`src/rtl/seg_scan.sv`:
```
// Time-multiplexed multi-digit 7-segment driver: shadow-latched hex word, one digit per
// CLK_DIV-cycle slot, with an optional dark guard at the start of every slot.
module seg_scan #(
   parameter int DIGITS         = 4,
   parameter int CLK_DIV        = 50000,
   parameter int BLANK_CYCLES   = 1,
   parameter int SEG_ACTIVE_LOW = 0,
   parameter int AN_ACTIVE_LOW  = 1,
   localparam int IW = (DIGITS > 1) ? $clog2(DIGITS) : 1
) (
   input  logic                  clk,
   input  logic                  rst_n,
   input  logic                  load,
   input  logic [4*DIGITS-1:0]   value,
   input  logic [DIGITS-1:0]     dp_in,
   input  logic [DIGITS-1:0]     blank_in,
   input  logic                  en,
   output logic [7:0]            seg,
   output logic [DIGITS-1:0]     an,
   output logic [IW-1:0]         digit_idx,
   output logic                  frame_done
);

   localparam int CW = (CLK_DIV > 1) ? $clog2(CLK_DIV) : 1;
   localparam logic [CW-1:0]     DIV_LAST = CW'(CLK_DIV - 1);
   localparam logic [IW-1:0]     IDX_LAST = IW'(DIGITS - 1);
   // XOR masks: an all-zero active-high pattern becomes the "off" level of each bus.
   localparam logic [7:0]        SEG_OFF  = (SEG_ACTIVE_LOW != 0) ? 8'hFF : 8'h00;
   localparam logic [DIGITS-1:0] AN_OFF   = (AN_ACTIVE_LOW != 0) ? '1 : '0;

   logic [4*DIGITS-1:0] sh_val;
   logic [DIGITS-1:0]   sh_dp;
   logic [DIGITS-1:0]   sh_blank;
   logic [CW-1:0]       div_cnt;

   logic                wrap;
   logic                dark;
   logic [3:0]          nibble;
   logic [7:0]          seg_hi;
   logic [DIGITS-1:0]   an_hi;

   function automatic logic [7:0] decode(input logic [3:0] n);
      case (n)
         4'h0: decode = 8'hFC;
         4'h1: decode = 8'h60;
         4'h2: decode = 8'hDA;
         4'h3: decode = 8'hF2;
         4'h4: decode = 8'h66;
         4'h5: decode = 8'hB6;
         4'h6: decode = 8'hBE;
         4'h7: decode = 8'hE0;
         4'h8: decode = 8'hFE;
         4'h9: decode = 8'hF6;
         4'hA: decode = 8'hEE;
         4'hB: decode = 8'h3E;
         4'hC: decode = 8'h9C;
         4'hD: decode = 8'h7A;
         4'hE: decode = 8'h9E;
         default: decode = 8'h8E;
      endcase
   endfunction

   always_ff @(posedge clk or negedge rst_n) begin
      if (!rst_n) begin
         sh_val   <= '0;
         sh_dp    <= '0;
         sh_blank <= '1;
      end else if (load) begin
         sh_val   <= value;
         sh_dp    <= dp_in;
         sh_blank <= blank_in;
      end
   end

   assign wrap = (div_cnt == DIV_LAST);

   always_ff @(posedge clk or negedge rst_n) begin
      if (!rst_n) begin
         div_cnt    <= '0;
         digit_idx  <= '0;
         frame_done <= 1'b0;
      end else if (!en) begin
         div_cnt    <= '0;
         digit_idx  <= '0;
         frame_done <= 1'b0;
      end else begin
         frame_done <= wrap && (digit_idx == IDX_LAST);
         if (wrap) begin
            div_cnt   <= '0;
            digit_idx <= (digit_idx == IDX_LAST) ? '0 : digit_idx + 1'b1;
         end else begin
            div_cnt   <= div_cnt + 1'b1;
         end
      end
   end

   always_comb begin
      nibble = sh_val[{digit_idx, 2'b00} +: 4];
      dark   = !en || sh_blank[digit_idx] ||
               ((BLANK_CYCLES > 0) && (32'(div_cnt) < BLANK_CYCLES));
      seg_hi = '0;
      an_hi  = '0;
      if (!dark) begin
         seg_hi           = decode(nibble) | {7'b0, sh_dp[digit_idx]};
         an_hi[digit_idx] = 1'b1;
      end
   end

   always_ff @(posedge clk or negedge rst_n) begin
      if (!rst_n) begin
         seg <= SEG_OFF;
         an  <= AN_OFF;
      end else begin
         seg <= seg_hi ^ SEG_OFF;
         an  <= an_hi ^ AN_OFF;
      end
   end

endmodule

```
`config.mk`:
```
export PLATFORM = sky130hd
export DESIGN_NAME = seg_scan
export DESIGN_NICKNAME = d
export VERILOG_FILES = /design/src/rtl/seg_scan.sv
export SDC_FILE = /design/constraint.sdc
export NUM_CORES = 1
export LEC_CHECK = 0
export ABC_AREA = 1
export BUFFER_PORTS_ARGS = -buffer_cell sky130_fd_sc_hd__buf_2
export CORE_MARGIN = 2
export CORE_UTILIZATION = 35
export CTS_BUF_LIST = sky130_fd_sc_hd__clkbuf_8
export DETAILED_ROUTE_END_ITERATION = 6
export PLACE_DENSITY = 0.56
export SLEW_MARGIN = 25
export SYNTH_ARGS = -nofsm -noshare
export SYNTH_HDL_FRONTEND = slang
export SYNTH_SLANG_ARGS = --single-unit
```
`constraint.sdc`:
```
create_clock -name clk -period 1.8 [get_ports clk]
set_input_delay 0.27 -clock clk [delete_from_list [all_inputs] [get_ports clk]]
set_output_delay 0.27 -clock clk [all_outputs]
set_load 0.02 [all_outputs]
```
==> metrics, run 1 <==
predominant post-synthesis flop cell=dfrtp_1; CP peak stage delay=430 ps; Highest Clock Rate=629 MHz; Filler cells=801; XOR/XNOR Fraction of Synth Area=0.00619; CP Max Fanout=8; combinational share of power=0.258; setup_tns=0 ps; first-pass GRT wire length=between 9000 and 10000 um; Adder-Cell Fraction of Synth Area=0.0530; fraction of layout cells with a size suffix above 1=0.260; Post-Synth Simple-Gate Area=0.270; status=completed; Die X=93.9 um; clock buffer count from CTS=5; root buf cell=clkbuf_8; total power=0.00284 W; Syn-to-layout area delta=16.8%; Synth Net Count=between 300 and 400; P_sw=a little over 0.0009 W; Slowest cell on crit path=dfrtp_2; Residual DRC=0; Synth Area per Inst=8.58 um2; vias=2256; Peak VDD IR=0.000425 V; Most Used Layer, Global Route=met2; mux share of post-synthesis cell area=0.0716; top cells by area, synth=dfrtp_1 (42%), nand2_1 (11%), dfstp_2 (7.4%); largest net degree at the start of global routing=31; clk sink count=between 50 and 60; Max Cap Viol=0; relative slew slack=0.643; final WL=5850 um; Yosys cell types=25; Async S/R FF share, synth=1.00; Yosys top cell area share=0.415; FF+latch count, synth=55; Post-synth EDFFs=0; DP Worst Slack=about 120 ps; most frequent cells after synthesis=nand2_1 (85), dfrtp_1 (47), nor2_1 (44); Ant. Diodes=0; clk_lat worst skew=310 ps; Seq/Total Area, Yosys=0.490; crit path time final=around 1600 ps; post-synthesis compound-gate area fraction=0.0451; setup ws final=209 ps; DP Area=3190 um2; Final Hold Viols=0; Die Y=93.9 um; Initial Util=0.365; type of the worst setup path=flop to flop; Critical Path Sink Type=flop; Max Root-Sink Buffers=2; final setup vio count=0; most used cell, CP=nand3_1; CP Data Required Time=2010 ps; area leader, netlist=dfrtp_1; Worst Skew=6.01 ps; hpwl dp=4560 um; Sw Share=0.329; vias per cell=4.64; sequential power share=0.489; Syn Inst Count=between 300 and 400; Routed WL per cell=approximately 12 um; io pins=43; pwr/cell area=858 nW/um2; Worst-path clk slew=110 ps; GRT Overall Usage=0.141; Worst Hold Class=primary input to flop; grt total ovfl=0; hold slack=162 ps; met2 Usage GRT=0.218; M1 GR Usage=0.203; crit path DAT=1800 ps; 1st-iter DRT viols=65; Post-DRT Antenna Nets=0; main combinational cell family by area after synthesis=simple AND/OR/NAND/NOR gates; final instance area=3310 um2; CP Launch Type=flop; final worst path period share=0.884; initial antenna violation count=0; port bufs=between 40 and 50; clock network fraction of total power=0.252; post-synth design cell area=approximately 2800 um2; # H-tree levels=2; Yosys warning count=0; Tightest Pin Transition=536 ps; Int Pwr=about 0.0019 W; LEAKAGE=1.65 nW; Die ar.=around 9000 um2; CTS tree=done; met3 Resource Use GR=0.0233; site row count=32; placer congestion estimate=0.849; Core ar.=7770 um2; RSZ-0062 raised after global routing=false; crit-path cells=buf_4 > nand2_1 > nand3_1 > nand2_2 > inv_2 > ha_1 > nand3_1 > a21oi_1 > nor2_1; most common cell in the netlist=nand2_1; NumNets Final=423; drt pass-1 iters=4; vias in the first global route=roughly 2.1k; Slew Viols, Final=0
power groups by stage:
stage | Sequential, W | Clock [W] | Combinational [W]
after floorplan | 0.00145 | 0 | 0.000455
after global placement | 0.00141 | 0 | 0.000715
after detailed placement | 0.00141 | 0 | 0.000721
after CTS | 0.00139 | 0.000774 | 0.000725
after global routing | 0.00140 | 0.000808 | 0.000833
final | 0.00139 | 0.000716 | 0.000733
routing by layer:
| layer | up-vias | share of wire |
|---|---|---|
| li1 | 1157 | - |
| met2 | 33 | 0.47 |
| met3 | 4 | 0.028 |
| met1 | 1062 | 0.49 |
| met5 | - | 0 |
| met4 | 0 | 0.0096 |
through the flow:
stage,util,std cells
floorplan,-,330
global placement,0.410,476
detailed placement,0.410,476
CTS,0.424,485
global route,0.426,486
finish,0.426,486
state kept, by name, indices dropped and copies added, names as in the netlist:
signal      count
an              4
div_cnt        16
frame_done      1
sh_val         16
seg             8
digit_idx       2
sh_blank        4
sh_dp           4
worst max-delay path, delay by kind of cell (launching register included):
kind            cells  cell delay (ps)
compound gates      1              180
fa+ha+maj           1              170
simple gates        5              440
buf+inv             2              270
flops               1              430
timing repair:
item	4_1_cts	5_1_grt
hold endpoints to repair	47	0
hold buffers	1	0
setup endpoints to repair	0	5
buffers inserted	0	1
gates resized for setup	0	5
placed cells by master (no fill, tap or decap), types with 8 or more instances in the layout:
cell type / Yosys / layout
nand2_1: 85 / 83
buf_4: 0 / 9
a21oi_1: 10 / 10
dfrtp_1: 47 / 46
buf_2: 2 / 42
nor2_1: 44 / 44
nand3_1: 24 / 24
inv_1: 35 / 34
dfstp_2: 8 / 8
ha_1: 12 / 12
o21ai_0: 14 / 14
mux2_2: 18 / 18
final timing paths:
| check | start | to | slack, ps | depth (start not counted) |
|---|---|---|---|---|
| max in group asynchronous | rst_n | an[0] | 970 | 3 |
| setup / recovery | digit_idx[0] | seg[2] | 210 | 9 |
| hold / removal | value[15] | sh_val[15] | 160 | 3 |
| hold reg to reg | div_cnt[0] | div_cnt[0] | 490 | 1 |
| setup reg to reg | digit_idx[0] | seg[2] | 210 | 9 |
| min in group asynchronous | rst_n | sh_val[5] | 500 | 3 |
cell families after synthesis:
kind of cell,after synthesis
simple gates,175
flops,55
buf+inv,43
compound gates,25
mux,18
fa+ha+maj,12
xor+xnor,2
layout make-up:
class / count / area [um2] / area share
clock buffers: 5 / 68.8 / 0.0208
clock inverters: 3 / 26.3 / 0.00794
inverters: 37 / 141 / 0.0427
multi-input cells: 232 / 1270 / 0.384
flip-flops and latches: 55 / 1390 / 0.419
well taps: 102 / 128 / 0.0386
repair buffers: 52 / 288 / 0.0870
(Power assumes the default switching activity.)
==> run 2, diff against run 1 <==
Settings changed: PLACE_DENSITY 0.56 to unset.
==> metrics, run 2 (synthesized netlist as in run 1, its figures left out) <==
P_sw=0.000927 W (-0.75%); Routed WL per cell=12.3 um (+2.0%); CP Launch Type=flop; Die ar.=8830 um2 (unchanged); M1 GR Usage=0.209 (+0.00583); combinational share of power=0.260 (+0.002); vias per cell=4.62 (-0.45%); Syn-to-layout area delta=16.7%; vias=2232 (-1.1%); Tightest Pin Transition=554 ps (+17.7 ps); Highest Clock Rate=615 MHz (-2.2%); status=completed; Residual DRC=0 (unchanged); Int Pwr=0.00189 W (-0.54%); NumNets Final=420 (-0.71%); sequential power share=0.493 (+0.004); final worst path period share=0.903 (+0.0195); Worst Hold Class=primary input to flop; met2 Usage GRT=0.217 (-0.00119); Die X=93.9 um (unchanged); clk_lat worst skew=310 ps (about the same); Critical Path Sink Type=flop; clk sink count=55 (unchanged); commonest cells after routing, fill and taps aside=nand2_1 (83), dfrtp_1 (45), nor2_1 (43); FF-to-FF path depth=10 (+1); clock network fraction of total power=0.247 (-0.005); # H-tree levels=2 (unchanged); relative slew slack=0.627 (-0.0157); initial antenna violation count=0 (unchanged); port bufs=42 (unchanged); first-pass GRT wire length=10000 um (+0.41%); Die Y=93.9 um (unchanged); Max Root-Sink Buffers=2 (unchanged); LEAKAGE=1.63 nW (-1.1%); CP Data Required Time=1970 ps (-40 ps); largest net degree at the start of global routing=56 (+81%); most common cell after layout, fill and taps aside=nand2_1; Critical R2R Launch=digit_idx[0]; root buf cell=clkbuf_8; Peak VDD IR=0.000350 V (-18%); Non-Filler Instances=483 (-0.62%); met3 Resource Use GR=0.0241 (+0.000803); Final Hold Viols=0 (unchanged); min-delay src=value[11]; placer congestion estimate=0.851 (+0.31%); CTS tree=done; Initial Util=0.365 (unchanged); largest registers=div_cnt (16), sh_val (16), seg (8); fraction of layout cells with a size suffix above 1=0.262 (+0.00205); Most Used Layer, Global Route=met2; Critical path origin=digit_idx[0]; hold path depth=3 (unchanged); Sw Share=0.329 (-0.000481); setup_tns=0 ps (unchanged); CP Max Fanout=8 (unchanged); Max Cap Viol=0 (unchanged); site row count=32 (unchanged); Worst-path clk slew=110 ps (about the same); io pins=43 (unchanged); vias in the first global route=2085 (-2.0%); crit path DAT=1800 ps (about the same); RSZ-0062 raised after global routing=false; Core ar.=7770 um2 (unchanged); hpwl dp=4500 um (-1.4%); grt total ovfl=0 (unchanged); DP Worst Slack=99.6 ps (-24.5 ps); 1st-iter DRT viols=86 (+32%); Worst Skew=13.5 ps (+7.44 ps); final setup vio count=0 (unchanged); type of the worst setup path=flop to flop; Filler cells=779 (-2.7%); Slew Viols, Final=0 (unchanged); final WL=5930 um (+1.4%); drt pass-1 iters=4 (unchanged); Post-CTS Setup Bufs=0 (unchanged); clock buffer count from CTS=5 (unchanged); DP Cell Count=474 (-0.42%); pwr/cell area=854 nW/um2 (-0.46%); crit path time final=1630 ps (+35.2 ps); setup ws final=174 ps (-35.2 ps); Ant. Diodes=0 (unchanged); Post-DRT Antenna Nets=0 (unchanged); GRT Overall Usage=0.143 (+0.00214)
==> run 2: metal layers <==
layer	vias to the layer above	wire, um
met4	0	47
met1	1031	2940
met5	-	0
li1	1152	-
met2	47	2710
met3	2	230
==> run 2: timing repair <==
item | CTS | global route
hold buffers | 1 | 0
endpoints found under the setup margin | 0 | 7
gates resized for setup | 0 | 8
endpoints found under the hold margin | 47 | 0
==> run 2: cell type report <==
type                    count  area (um2)  area share
clock inverters             3        25.0     0.00758
multi-input cells         232        1270       0.386
repair buffers             49         278      0.0841
flip-flops and latches     55        1390       0.420
inverters                  37         141      0.0428
well taps                 102         128      0.0386
clock buffers               5        68.8      0.0208
==> run 2: path summary, 6_finish.rpt <==
kind / to / slack [ps]
max in group asynchronous: an[0] / 1010
max: seg[7] / 170
min in group asynchronous: div_cnt[3] / 470
max reg2reg: seg[7] / 170
min reg2reg: div_cnt[0] / 500
min: sh_val[11] / 170
==> run 2: per-stage QoR <==
stage	utilization	area (um2)	hold WS [ps]	total power, W
finish	0.425	3300	167	0.00282
global route	0.425	3300	165	0.00301
CTS	0.423	3290	159	0.00285
detailed placement	0.410	3180	292	0.00214
global placement	0.410	3180	289	0.00212
floorplan	-	2830	-25.6	0.00191
==> run 2: power by group through the flow <==
| stage | logic [W] | clock network [W] | registers, W |
|---|---|---|---|
| after global placement | 0.000711 | 0 | 0.00141 |
| after floorplan | 0.000455 | 0 | 0.00145 |
| final | 0.000733 | 0.000697 | 0.00139 |
| after global routing | 0.000835 | 0.000773 | 0.00140 |
| after CTS | 0.000728 | 0.000731 | 0.00139 |
| after detailed placement | 0.000723 | 0 | 0.00141 |
==> run 2: critical path, cell delays in order, from the launching register on <==
cell	delay [ps]
dfrtp_2	460
buf_4	180
nand2_1	60
nand3_1	90
nand2_2	130
ha_2	230
inv_1	50
nand2_1	90
nand3_1	90
nand2_1	70
nor2_1	40
